===== src/rtl/chunk_stats_if.sv =====
// Bundle of the chunk-queue, sample-read and result handshake signals of chunk_stats.
// master is the chunk_stats side, slave is the surrounding queue/store/consumer side.
interface chunk_stats_if #(
  parameter int AW = 32
);
  logic          q_empty;
  logic [AW-1:0] qSout;
  logic [AW-1:0] qEout;
  logic [AW-1:0] qIDout;
  logic          qPop;
  logic [AW-1:0] varIndx;
  logic [31:0]   var_data;
  logic          res_valid;
  logic          res_ready;
  logic [AW-1:0] res_id;
  logic [31:0]   res_mean;
  logic [31:0]   res_var;
  logic          res_err;
  logic          busy;

  modport master (
    input  q_empty, qSout, qEout, qIDout, var_data, res_ready,
    output qPop, varIndx, res_valid, res_id, res_mean, res_var, res_err, busy
  );

  modport slave (
    output q_empty, qSout, qEout, qIDout, var_data, res_ready,
    input  qPop, varIndx, res_valid, res_id, res_mean, res_var, res_err, busy
  );
endinterface


===== src/rtl/chunk_stats.sv =====
// Integer mean and variance over one chunk of 16-bit unsigned samples at a time,
// using a single shared restoring divider for sum/len and sumsq/len.
module chunk_stats #(
  parameter int AW   = 32,
  parameter int DIVW = 48
) (
  input  logic          Clk,
  input  logic          Rst,
  chunk_stats_if.master bus
);
  localparam int DCW = $clog2(DIVW);

  typedef enum logic [2:0] {
    S_IDLE, S_LOAD, S_READ, S_DRAIN, S_DIVM, S_DIVV, S_FIN, S_OUT
  } state_t;

  state_t          state_q, state_d;
  logic [AW-1:0]   si_q, si_d, ei_q, ei_d, id_q, id_d;
  logic [AW-1:0]   len_q, len_d, cnt_q, cnt_d, varindx_q, varindx_d;
  logic [AW-1:0]   res_id_q, res_id_d;
  logic [31:0]     sum_q, sum_d, qv_q, qv_d;
  logic [31:0]     res_mean_q, res_mean_d, res_var_q, res_var_d;
  logic [DIVW-1:0] sumsq_q, sumsq_d, rem_q, rem_d, quo_q, quo_d;
  logic [DCW-1:0]  dcnt_q, dcnt_d;
  logic            vld_p1_q, vld_p1_d, res_err_q, res_err_d;
  logic            qpop;

  logic [AW-1:0]     lo, hi;
  logic [31:0]       smp, smp_sq, sum_acc, mean_sq;
  logic [DIVW-1:0]   sumsq_acc, len_x, step_rem, step_quo;
  logic [2*DIVW-1:0] step;
  logic              unused_var_hi;

  assign unused_var_hi = ^bus.var_data[31:16];

  // One restoring-division iteration: shift in the next dividend bit, subtract if it fits.
  function automatic logic [2*DIVW-1:0] div_step(input logic [DIVW-1:0] rem,
                                                 input logic [DIVW-1:0] quo,
                                                 input logic [DIVW-1:0] den);
    logic [DIVW-1:0] r;
    logic [DIVW-1:0] q;
    r = {rem[DIVW-2:0], quo[DIVW-1]};
    q = {quo[DIVW-2:0], 1'b0};
    if (r >= den) begin
      r    = r - den;
      q[0] = 1'b1;
    end
    return {r, q};
  endfunction

  always_comb begin
    lo        = (si_q <= ei_q) ? si_q : ei_q;
    hi        = (si_q <= ei_q) ? ei_q : si_q;
    smp       = {16'd0, bus.var_data[15:0]};
    smp_sq    = smp * smp;
    sum_acc   = vld_p1_q ? (sum_q + smp) : sum_q;
    sumsq_acc = vld_p1_q ? (sumsq_q + {{(DIVW-32){1'b0}}, smp_sq}) : sumsq_q;
    len_x     = {{(DIVW-AW){1'b0}}, len_q};
    step      = div_step(rem_q, quo_q, len_x);
    step_rem  = step[2*DIVW-1:DIVW];
    step_quo  = step[DIVW-1:0];
    mean_sq   = {16'd0, res_mean_q[15:0]} * {16'd0, res_mean_q[15:0]};

    state_d    = state_q;
    si_d       = si_q;
    ei_d       = ei_q;
    id_d       = id_q;
    len_d      = len_q;
    cnt_d      = cnt_q;
    varindx_d  = varindx_q;
    sum_d      = sum_acc;
    sumsq_d    = sumsq_acc;
    rem_d      = rem_q;
    quo_d      = quo_q;
    dcnt_d     = dcnt_q;
    qv_d       = qv_q;
    vld_p1_d   = 1'b0;
    res_id_d   = res_id_q;
    res_mean_d = res_mean_q;
    res_var_d  = res_var_q;
    res_err_d  = res_err_q;
    qpop       = 1'b0;

    case (state_q)
      S_IDLE: begin
        if (!bus.q_empty) begin
          qpop    = 1'b1;
          si_d    = bus.qSout;
          ei_d    = bus.qEout;
          id_d    = bus.qIDout;
          state_d = S_LOAD;
        end
      end
      S_LOAD: begin
        len_d      = hi - lo;
        cnt_d      = hi - lo;
        sum_d      = '0;
        sumsq_d    = '0;
        res_id_d   = id_q;
        res_mean_d = '0;
        res_var_d  = '0;
        res_err_d  = (hi == lo);
        if (hi == lo) begin
          state_d = S_OUT;
        end else begin
          varindx_d = lo;
          state_d   = S_READ;
        end
      end
      // Address stage: sample for this address is accumulated one cycle later (vld_p1).
      S_READ: begin
        vld_p1_d = 1'b1;
        if (cnt_q == AW'(1)) begin
          state_d = S_DRAIN;
        end else begin
          varindx_d = varindx_q + AW'(1);
          cnt_d     = cnt_q - AW'(1);
        end
      end
      S_DRAIN: begin
        quo_d   = {{(DIVW-32){1'b0}}, sum_acc};
        rem_d   = '0;
        dcnt_d  = '0;
        state_d = S_DIVM;
      end
      S_DIVM: begin
        rem_d  = step_rem;
        quo_d  = step_quo;
        dcnt_d = dcnt_q + DCW'(1);
        if (dcnt_q == DCW'(DIVW-1)) begin
          res_mean_d = step_quo[31:0];
          quo_d      = sumsq_q;
          rem_d      = '0;
          dcnt_d     = '0;
          state_d    = S_DIVV;
        end
      end
      S_DIVV: begin
        rem_d  = step_rem;
        quo_d  = step_quo;
        dcnt_d = dcnt_q + DCW'(1);
        if (dcnt_q == DCW'(DIVW-1)) begin
          qv_d    = step_quo[31:0];
          state_d = S_FIN;
        end
      end
      S_FIN: begin
        res_var_d = qv_q - mean_sq;
        state_d   = S_OUT;
      end
      S_OUT: begin
        if (bus.res_ready) state_d = S_IDLE;
      end
      default: state_d = S_IDLE;
    endcase
  end

  always_ff @(posedge Clk) begin
    if (Rst) begin
      state_q    <= S_IDLE;
      varindx_q  <= '0;
      cnt_q      <= '0;
      dcnt_q     <= '0;
      vld_p1_q   <= 1'b0;
      res_id_q   <= '0;
      res_mean_q <= '0;
      res_var_q  <= '0;
      res_err_q  <= 1'b0;
    end else begin
      state_q    <= state_d;
      varindx_q  <= varindx_d;
      cnt_q      <= cnt_d;
      dcnt_q     <= dcnt_d;
      vld_p1_q   <= vld_p1_d;
      res_id_q   <= res_id_d;
      res_mean_q <= res_mean_d;
      res_var_q  <= res_var_d;
      res_err_q  <= res_err_d;
    end
  end

  always_ff @(posedge Clk) begin
    si_q    <= si_d;
    ei_q    <= ei_d;
    id_q    <= id_d;
    len_q   <= len_d;
    sum_q   <= sum_d;
    sumsq_q <= sumsq_d;
    rem_q   <= rem_d;
    quo_q   <= quo_d;
    qv_q    <= qv_d;
  end

  assign bus.qPop      = qpop & ~Rst;
  assign bus.varIndx   = varindx_q;
  assign bus.res_valid = (state_q == S_OUT);
  assign bus.res_id    = res_id_q;
  assign bus.res_mean  = res_mean_q;
  assign bus.res_var   = res_var_q;
  assign bus.res_err   = res_err_q;
  assign bus.busy      = (state_q != S_IDLE);
endmodule


===== src/flat_wrapper.sv =====
// flat-port wrapper written by rule: the top's interface ports become plain ports
module chunk_stats_flat 
#(
  parameter int AW   = 32,
  parameter int DIVW = 48
)
  (Clk, Rst, bus_q_empty, bus_qSout, bus_qEout, bus_qIDout, bus_var_data, bus_res_ready, bus_qPop, bus_varIndx, bus_res_valid, bus_res_id, bus_res_mean, bus_res_var, bus_res_err, bus_busy);
  chunk_stats_if #(.AW(AW)) bus_i ();
  input  logic Clk;
  input  logic Rst;
  input wire logic [$bits(bus_i.q_empty)-1:0] bus_q_empty;
  input wire logic [$bits(bus_i.qSout)-1:0] bus_qSout;
  input wire logic [$bits(bus_i.qEout)-1:0] bus_qEout;
  input wire logic [$bits(bus_i.qIDout)-1:0] bus_qIDout;
  input wire logic [$bits(bus_i.var_data)-1:0] bus_var_data;
  input wire logic [$bits(bus_i.res_ready)-1:0] bus_res_ready;
  output wire logic [$bits(bus_i.qPop)-1:0] bus_qPop;
  output wire logic [$bits(bus_i.varIndx)-1:0] bus_varIndx;
  output wire logic [$bits(bus_i.res_valid)-1:0] bus_res_valid;
  output wire logic [$bits(bus_i.res_id)-1:0] bus_res_id;
  output wire logic [$bits(bus_i.res_mean)-1:0] bus_res_mean;
  output wire logic [$bits(bus_i.res_var)-1:0] bus_res_var;
  output wire logic [$bits(bus_i.res_err)-1:0] bus_res_err;
  output wire logic [$bits(bus_i.busy)-1:0] bus_busy;
  assign bus_i.q_empty = bus_q_empty;
  assign bus_i.qSout = bus_qSout;
  assign bus_i.qEout = bus_qEout;
  assign bus_i.qIDout = bus_qIDout;
  assign bus_i.var_data = bus_var_data;
  assign bus_i.res_ready = bus_res_ready;
  assign bus_qPop = bus_i.qPop;
  assign bus_varIndx = bus_i.varIndx;
  assign bus_res_valid = bus_i.res_valid;
  assign bus_res_id = bus_i.res_id;
  assign bus_res_mean = bus_i.res_mean;
  assign bus_res_var = bus_i.res_var;
  assign bus_res_err = bus_i.res_err;
  assign bus_busy = bus_i.busy;
  chunk_stats #(.AW(AW), .DIVW(DIVW)) u_core (.Clk(Clk), .Rst(Rst), .bus(bus_i));
endmodule

===== config.mk =====
export PLATFORM = sky130hd
export DESIGN_NAME = chunk_stats_flat
export DESIGN_NICKNAME = d
export VERILOG_FILES = /design/src/rtl/chunk_stats_if.sv /design/src/rtl/chunk_stats.sv /design/src/flat_wrapper.sv
export SDC_FILE = /design/constraint.sdc
export NUM_CORES = 2
export LEC_CHECK = 0
export CAP_MARGIN = 0
export CORE_MARGIN = 10
export CORE_UTILIZATION = 40
export CTS_BUF_LIST = sky130_fd_sc_hd__clkbuf_16
export DETAILED_ROUTE_END_ITERATION = 12
export MAX_ROUTING_LAYER = met4
export SKIP_LAST_GASP = 1
export SYNTH_ARGS = -nofsm -noshare
export SYNTH_HDL_FRONTEND = slang
export SYNTH_SLANG_ARGS = --single-unit
export TNS_END_PERCENT = 1

===== constraint.sdc =====
create_clock -name Clk -period 11.3 [get_ports Clk]
set_input_delay 2.26 -clock Clk [delete_from_list [all_inputs] [get_ports Clk]]
set_output_delay 2.26 -clock Clk [all_outputs]
set_load 0.02 [all_outputs]

==> impl_metrics.py <==
metrics = {
    "cts": {
        "cts-root-buf": "clkbuf_16",
        "h-tree-depth": 2,
        "clkLatencyLatePin_ns": 0.67,
        "clk_pin_slew_ns": 0.06,
        "cts_sinks": 506,
        "cts_buffer_depth": 3,
        "ctsHoldBuffers": 0,
        "postCtsSetupBuffers": 0,
        "cts_tree": "done",
        "cts_made_buffers": 58,
        "post_cts_resized": 0,
    },
    "finish": {
        "num-fill-cells": 10200,
        "multi_input_area_um2": 26200,
        "drive_gt1_frac": 0.0426,
        "final_cells": 6345,
        "diodes": 0,
        "area_delta_synth_final_pct": 13.7,
        "seq_area_um2": 12700,
        "final_nets": 5742,
    },
    "yosys": {
        "synth_seq_cells": 506,
        "async_flop_share": 0,
        "yosys_warnings": 0,
        "yosysTopAreaCell": "fa_1",
        "yosysMostFrequentCell": "inv_1",
        "synth_ff_type": "edfxtp_1",
        "synth_edf_count": 255,
        "ys_seq_area_frac": 0.298,
        "syn_nets": 5582,
        "synth_area_leaders": "fa_1, edfxtp_1, dfxtp_1",
        "ys_top_cells_by_count": "inv_1, nand2_1, fa_1, nor2_1, a21oi_1",
        "syn_area_um2": 42600,
        "yosysTopAreaCellShare": 0.188,
        "avgSynthCellArea_um2": 8.98,
        "syn_inst": 4744,
        "synth_cell_type_count": 104,
    },
    "worst_setup_path": {
        "critical_path.endpoint_type": "flip-flop",
        "crit_required_ns": 11.80,
        "crit_path_start_kind": "primary input",
        "crit_fanout": 14,
        "arrival_ns": 10.04,
        "rr_worst_depth": 24,
        "crit_type": "in -> reg",
    },
    "drt": {
        "num_vias": 33200,
        "routedWlPerCell_um": 18.0,
        "firstDrtPassIters": 9,
        "routed_wirelength_um": 114000,
        "viasPerCell": 5.24,
        "ant_nets": 0,
        "drt_iter0_markers": 2270,
        "drc": 0,
    },
    "run": {
        "cap_violations": 0,
    },
    "placed_design": {
        "gp_congestion": 0.864,
        "hpwlAfterDp_um": 86900,
        "pre_cts_ws_ns": 1.19,
        "placed_cells": 6235,
        "portBuffers": 247,
    },
    "sta": {
        "max_freq_mhz": 105,
        "slew_violations": 0,
        "report.final.setup_viol": 0,
        "clock_skew_ns": 0.0518,
        "finalCritPeriodShare": 0.844,
        "fin_ws_ns": 1.76,
        "timing_hold_violations_final": 0,
        "slew-limit-headroom": 0.271,
        "post-route-min-period_ns": 9.54,
        "tns_ns": 0,
        "tightest_slew_ns": 1.09,
        "rsz0062_at_grt": "false",
    },
    "pwr": {
        "power_density_nw_per_um2": 253,
        "irDropWorstVdd_uv": 257,
        "p_leak_uw": 0.0210,
    },
    "die": {
        "core_area_um2": 106000,
        "die_h_um": 346,
        "io_pins": 264,
        "die_x_um": 346,
        "rows": 119,
        "start_util": 0.404,
        "dieArea_um2": 120000,
    },
    "status": {
        "status": "finished, final reports clean",
    },
    "global_routing": {
        "grt_antenna_before_repair": 0,
        "grt_pass1_vias": 33100,
        "grt_max_degree": 96,
        "track_usage": 0.192,
        "grt_overflow": 0,
        "grt_pass1_wl_um": 183000,
    },
    "worst_hold_path": {
        "hold_class": "reg -> reg",
        "hold-path-cell-count": 2,
    },
}
## sequential cells by signal, indices dropped and copies added (netlist names), 32 cells and up
name and flops:
u_core.bus.res_id 32, u_core.sumsq_q 48, u_core.len_q 32, u_core.bus.res_var 32, u_core.id_q 32, u_core.bus.res_mean 32
u_core.si_q 32, u_core.bus.varIndx 32, u_core.qv_q 32, u_core.ei_q 32, u_core.sum_q 32, u_core.rem_q 47
u_core.cnt_q 32, u_core.quo_q 48
## worst max-delay path: stages
cell             delay (ns)
clkdlybuf4s50_1        0.79
buf_4                  0.28
and2_1                 0.22
fa_1                   0.44
inv_1                  0.08
fa_1                   0.44
fa_1                   0.52
inv_1                  0.05
fa_1                   0.50
fa_1                   0.54
inv_1                  0.05
fa_1                   0.52
inv_1                  0.04
ha_1                   0.31
and3_1                 0.23
nand3_1                0.09
a21oi_1                0.20
o21ai_0                0.12
buf_4                  0.16
o211a_1                0.25
o2111ai_1              0.22
a21oi_1                0.14
o21a_1                 0.23
o21ai_1                0.86
nor3_1                 0.07
a2111oi_0              0.38
## worst paths after layout
kind / slack, ns / end / from
worst max-delay path: 1.76 / u_core.sumsq_q[43] / bus_var_data[7]
worst min-delay path: 0.45 / u_core.bus.res_id[27] / u_core.bus.res_id[27]
worst max register to register: 3.57 / u_core.bus.res_var[31] / u_core.bus.res_mean[6]
worst min register to register: 0.45 / u_core.bus.res_id[27] / u_core.bus.res_id[27]
## per-stage QoR
stage          total power (µW)   util  instance area, µm²  hold slack (ns)
5_1_grt                   13400  0.459               48500            0.473
3_3_place_gp              10300  0.441               46600            0.440
2_1_floorplan              8470      -               42600            0.432
6_report                  12300  0.459               48500            0.452
4_1_cts                   12300  0.459               48500            0.455
3_5_place_dp              10400  0.441               46600            0.447
## cell type report
type                    instances  area share
clock buffers                  58      0.0300
repair buffers                307      0.0603
multi-input cells            3215       0.540
flip-flops and latches        506       0.262
clock inverters                52     0.00911
inverters                     816      0.0633
well taps                    1391      0.0359
## routing by layer
layer	vias up	routed length, µm	GRT usage
met1	16200	54800	0.266
li1	16100	-	-
met3	122	7020	0.0336
met4	0	2020	0.0371
met5	-	0	-
met2	798	50600	0.295
## placed cells by master (no fill, tap or decap), types with 9 or more instances in the layout
cell type	Yosys	layout
a22oi_1	35	35
mux2i_1	65	65
or2_2	11	11
o21bai_1	14	14
buf_4	1	60
a21o_1	56	56
clkbuf_16	0	58
o211ai_1	23	23
o21ai_0	167	166
and3_1	37	36
a221o_1	10	10
nand2b_1	33	31
a31oi_1	27	27
xor2_1	51	51
or3_1	20	20
xnor2_1	119	119
a211oi_1	27	27
clkinv_1	1	12
nor3_1	102	102
nand4_1	28	28
a221oi_1	37	37
fa_1	400	400
inv_1	815	827
nor4_1	18	18
clkdlybuf4s50_1	0	246
dfxtp_1	251	250
a22o_1	23	23
o21a_1	22	21
a21oi_1	334	334
o22ai_1	9	9
edfxtp_1	255	255
nor2_1	372	369
and2_1	69	69
nand2_1	489	489
nand3_1	103	103
ha_1	306	306
nor2b_1	44	43
## report_power, final
part           internal [µW]  leakage, µW  total (µW)  switching (µW)
combinational           2990       0.0156        7400            4410
sequential              2570      0.00443        2970             401
clock                   1050     0.000955        1880             822
## logic make-up (layout without fill, tap and decap cells)
logic type | Yosys count | after routing | share of synthesized area
xor+xnor | 170 | 170 | 0.0349
mux | 70 | 70 | 0.0166
simple gates | 1367 | 1367 | 0.147
buf+inv | 1023 | 1233 | 0.0908
compound gates | 902 | 902 | 0.136
fa+ha+maj | 706 | 706 | 0.278
flops | 506 | 506 | 0.298
Power figures use the tool's default switching activity.
